**src/rtl/regfile_pkg.sv**
```systemverilog
// Shared sizing and types for the register file.
// Latency: n/a (constants and types only).
// Backpressure: n/a.
//
// Contents: default data width, register count, derived index width and
// the register-index type used on the writenum/readnum ports.
package regfile_pkg;

    localparam int DATA_W   = 16;
    localparam int NUM_REGS = 8;
    localparam int ADDR_W   = $clog2(NUM_REGS);

    typedef logic [ADDR_W-1:0] reg_idx_t;

endpackage

```
**src/rtl/regfile_dec.sv**
```systemverilog
// Binary to one-hot decoder, n inputs to 2^n outputs.
// Latency: combinational, zero cycles.
// Backpressure: none; output follows input continuously.
//
// Ports:
//   bin  - binary index, N bits
//   hot  - one-hot output, bit[bin] set, all others clear
module regfile_dec #(
    parameter int N = regfile_pkg::ADDR_W
) (
    input  logic [N-1:0]      bin,
    output logic [(1<<N)-1:0] hot
);

    always_comb begin
        hot      = '0;
        hot[bin] = 1'b1;
    end

endmodule

```
**src/rtl/regfile.sv**
```systemverilog
// Register file: NUM_REGS x DATA_W, one write port, one combinational read port.
// Latency: write lands on the rising clk edge; read is zero-cycle combinational.
// Backpressure: none; a write is accepted on every edge where write=1.
//
// Ports:
//   clk      - rising-edge clock for all register updates
//   rst_n    - asynchronous active-low clear of every register
//   data_in  - full-width write data, stored bit-exact
//   writenum - target register index
//   write    - write enable
//   readnum  - source register index for data_out
//   data_out - contents of R[readnum]; no write-through bypass
module regfile #(
    parameter int DATA_W   = regfile_pkg::DATA_W,
    parameter int NUM_REGS = regfile_pkg::NUM_REGS
) (
    input  logic                  clk,
    input  logic                  rst_n,
    input  logic [DATA_W-1:0]     data_in,
    input  regfile_pkg::reg_idx_t writenum,
    input  logic                  write,
    input  regfile_pkg::reg_idx_t readnum,
    output logic [DATA_W-1:0]     data_out
);

    import regfile_pkg::*;

    localparam int DEC_W = 1 << ADDR_W;

    logic [DEC_W-1:0]  wr_hot;
    logic [DEC_W-1:0]  rd_hot;
    logic [DEC_W-1:0]  load_en;
    logic [DATA_W-1:0] regs [NUM_REGS];

    // Same decoder serves both ports: write-enable generation and the
    // one-hot read select.
    regfile_dec #(.N(ADDR_W)) u_wr_dec (
        .bin (writenum),
        .hot (wr_hot)
    );

    regfile_dec #(.N(ADDR_W)) u_rd_dec (
        .bin (readnum),
        .hot (rd_hot)
    );

    // Gating the one-hot vector with write keeps at most one load active,
    // and none at all when write is low.
    assign load_en = wr_hot & {DEC_W{write}};

    for (genvar i = 0; i < NUM_REGS; i++) begin : g_reg
        always_ff @(posedge clk or negedge rst_n) begin
            if (!rst_n) begin
                regs[i] <= '0;
            end else if (load_en[i]) begin
                regs[i] <= data_in;
            end
        end
    end

    // AND-OR mux: each register is masked by its select bit and the results
    // are ORed. With a one-hot select this yields exactly R[readnum], and
    // reads 0 while reset holds every register clear.
    always_comb begin
        data_out = '0;
        for (int i = 0; i < NUM_REGS; i++) begin
            data_out = data_out | (regs[i] & {DATA_W{rd_hot[i]}});
        end
    end

endmodule

```
**config.mk**
```make
export PLATFORM = sky130hd
export DESIGN_NAME = regfile
export DESIGN_NICKNAME = d
export VERILOG_FILES = /design/src/rtl/regfile_pkg.sv /design/src/rtl/regfile_dec.sv /design/src/rtl/regfile.sv
export SDC_FILE = /design/constraint.sdc
export NUM_CORES = 1
export LEC_CHECK = 0
export CAP_MARGIN = 20
export CORE_UTILIZATION = 53
export DETAILED_ROUTE_END_ITERATION = 12
export GPL_TIMING_DRIVEN = 0
export PLACE_DENSITY_LB_ADDON = 0.3
export RECOVER_POWER = 100
export SLEW_MARGIN = 20
export SYNTH_ARGS = -nofsm -noshare
export SYNTH_HDL_FRONTEND = slang
export SYNTH_SLANG_ARGS = --single-unit
```
**constraint.sdc**
```tcl
create_clock -name clk -period 1.5 [get_ports clk]
set_input_delay 0.225 -clock clk [delete_from_list [all_inputs] [get_ports clk]]
set_output_delay 0.225 -clock clk [all_outputs]
set_load 0.005 [all_outputs]
```
==> metrics.txt <==
Hold Crit Class=primary input to flop; Critical Path Source=regs[66]$_DFFE_PN0P_; Final Worst Setup Slack=-540.4 ps; Yosys warning total=0; HP Start=writenum[2]; max reg flops=128; final core area utilization=64.72%; cts bufs inserted=17; max layer used=met4; DIE WIDTH=107.8 um; Final Wtd Congestion=0.7171; post-synth cell types=14; critical path class=flop to output port; actual slew at the worst max-slew pin=1168 ps; Slew Limit Fails=0; WL met3=451 um; CP endpoint kind=output port; largest net degree at the start of global routing=85; Achievable Freq=490.1 MHz; # DRC=0; Clock Sinks=128; clk_skew=0 ps; die area=11,630 um^2; failing checks=negative setup slack; antenna violations before repair=0; post-route antenna net violation count=0; crit path DAT=1820 ps; DR WL met2=6035 um; syn_nets=362; Core Area=10,890 um^2; total gr overflow=0; CP Max Fanout=2; drt pass-1 iters=4; Critical Path RT=1270 ps; max-cap violation count=0; starting density of the core=54.52%; Ant. Diodes=0; DR WL/cell=22.27 um; sequential share of the synthesized area=53.96%; Port Buffers=33; global routing usage summed across all routing layers=24.06%; CTS Buffer Depth=2; Period Utilization, post-route=136.0%; minimum clock period=2040 ps; Cell Rows=38; final non-filler cell area=7047 um^2; Setup crit start kind=flop; run status=finished, violations left; r2r setup slk=500 ps; Reg with most FFs=regs; Area Growth Syn to Fin=18.72%; RSZ-0062 raised after global routing=yes; post-synthesis cell count=337; VDD IR max=918.5 uV; Post-Syn Area per Cell=17.61 um^2; Cell Area, Placed=6471 um^2; CTS tree=yes; DR iter-0 viols=163; final net count=421; Power per Cell Area=1519 nW/um^2; CTS Root Cell=clkbuf_8; leakage=3.030 nW; M1 WL=5535 um; Clock Latency Late Sink=520 ps; die height=107.8 um; fraction of layout cells with a size suffix above 1=60.64%; biggest regs=regs: 128 flops; number of global-route vias before repair=3,559; H-tree depth=4; Final Hold Fails=0; final WL=12,230 um; Via Count=3,205; Worst-path clk slew=60 ps; # IOs=41; most frequent cells in the layout=128 x mux2_2, 128 x dfrtp_1, 30 x mux4_2; Tot Pwr=10.71 mW; Rel. slew slack=22.15%; DP HPWL=7377 um; first-pass GRT wire length=19,770 um; Final Setup Violations=17; Syn Std Cell Area=5936 um^2; Seq cells post-synth=128; post-DR vias/cell=5.838; Critical R2R Launch=regs[73]$_DFFE_PN0P_
-- where the power goes --
part / internal (mW) / switching (mW) / total (mW)
clock: 2.58 / 1.46 / 4.03
combinational: 1.41 / 0.649 / 2.06
sequential: 4.22 / 0.391 / 4.61
-- cells by family (layout without fill, tap and decap cells) --
group	after synthesis	after routing	synth area share [%]
DFF	128	128	53.96
and+or+nand+nor	8	8	1.876
buffers and inverters	25	97	2.930
muxes	176	176	41.23
-- what timing repair did --
action,in CTS,in global routing
endpoints found under the setup margin,16,16
hold buffers,1,0
endpoints found under the hold margin,44,0
gates resized for setup,122,1
buffers inserted,4,1
-- worst max-delay path: stages, from the launching register on --
cell,delay (ps)
dfrtp_1,390
mux4_2,490
mux2_4,290
buf_6,120
-- cell type report --
type | count | area (um^2)
timing repair buffer | 40 | 420.4
multi-input combinational | 184 | 2487
tap | 140 | 175.2
clock inverter | 9 | 105.1
buffer | 25 | 168.9
clock buffer | 23 | 486.7
sequential | 128 | 3203
fill | 808 | 3841
-- metal layers --
layer  vias to the layer above  global-route usage [%]
met2                        59                   38.32
met4                         0                   9.589
li1                       1395                       -
met5                         -                       0
met1                      1736                   31.33
met3                        15                   6.598
-- stage by stage --
| stage | std cells | setup slack [ps] | TNS [ps] | hold WS, ps |
|---|---|---|---|---|
| after global placement | 510 | -4581 | -607330 | 478.8 |
| final | 549 | -540.4 | -8100 | 215.4 |
| after global routing | 549 | -600.6 | -23350 | 214.4 |
| after floorplan | 337 | -0.2113 | -1.690 | -70.59 |
| after CTS | 548 | -555.2 | -8447 | 173.2 |
| after detailed placement | 511 | -919.8 | -25270 | 177.6 |
-- Yosys cell counts --
cell	n	share of area, %
dfrtp_1	128	54
buf_4	5	0.63
mux4_2	4	1.5
buf_6	5	0.95
nand4b_2	3	0.76
mux4_1	28	12
nand4_2	1	0.21
buf_8	1	0.25
nor4b_4	1	0.40
clkbuf_1	3	0.19
nor4bb_1	3	0.51
mux2_2	144	27
buf_1	1	0.063
buf_2	10	0.84
-- final timing paths --
check | cells past startpoint | to
hold reg to reg | 1 | regs[49]$_DFFE_PN0P_
hold / removal | 3 | regs[115]$_DFFE_PN0P_
setup / recovery | 3 | data_out[2]
setup reg to reg | 3 | regs[73]$_DFFE_PN0P_
max in group asynchronous | 3 | regs[115]$_DFFE_PN0P_
min in group asynchronous | 2 | regs[9]$_DFFE_PN0P_
(Power assumes the default switching activity.)
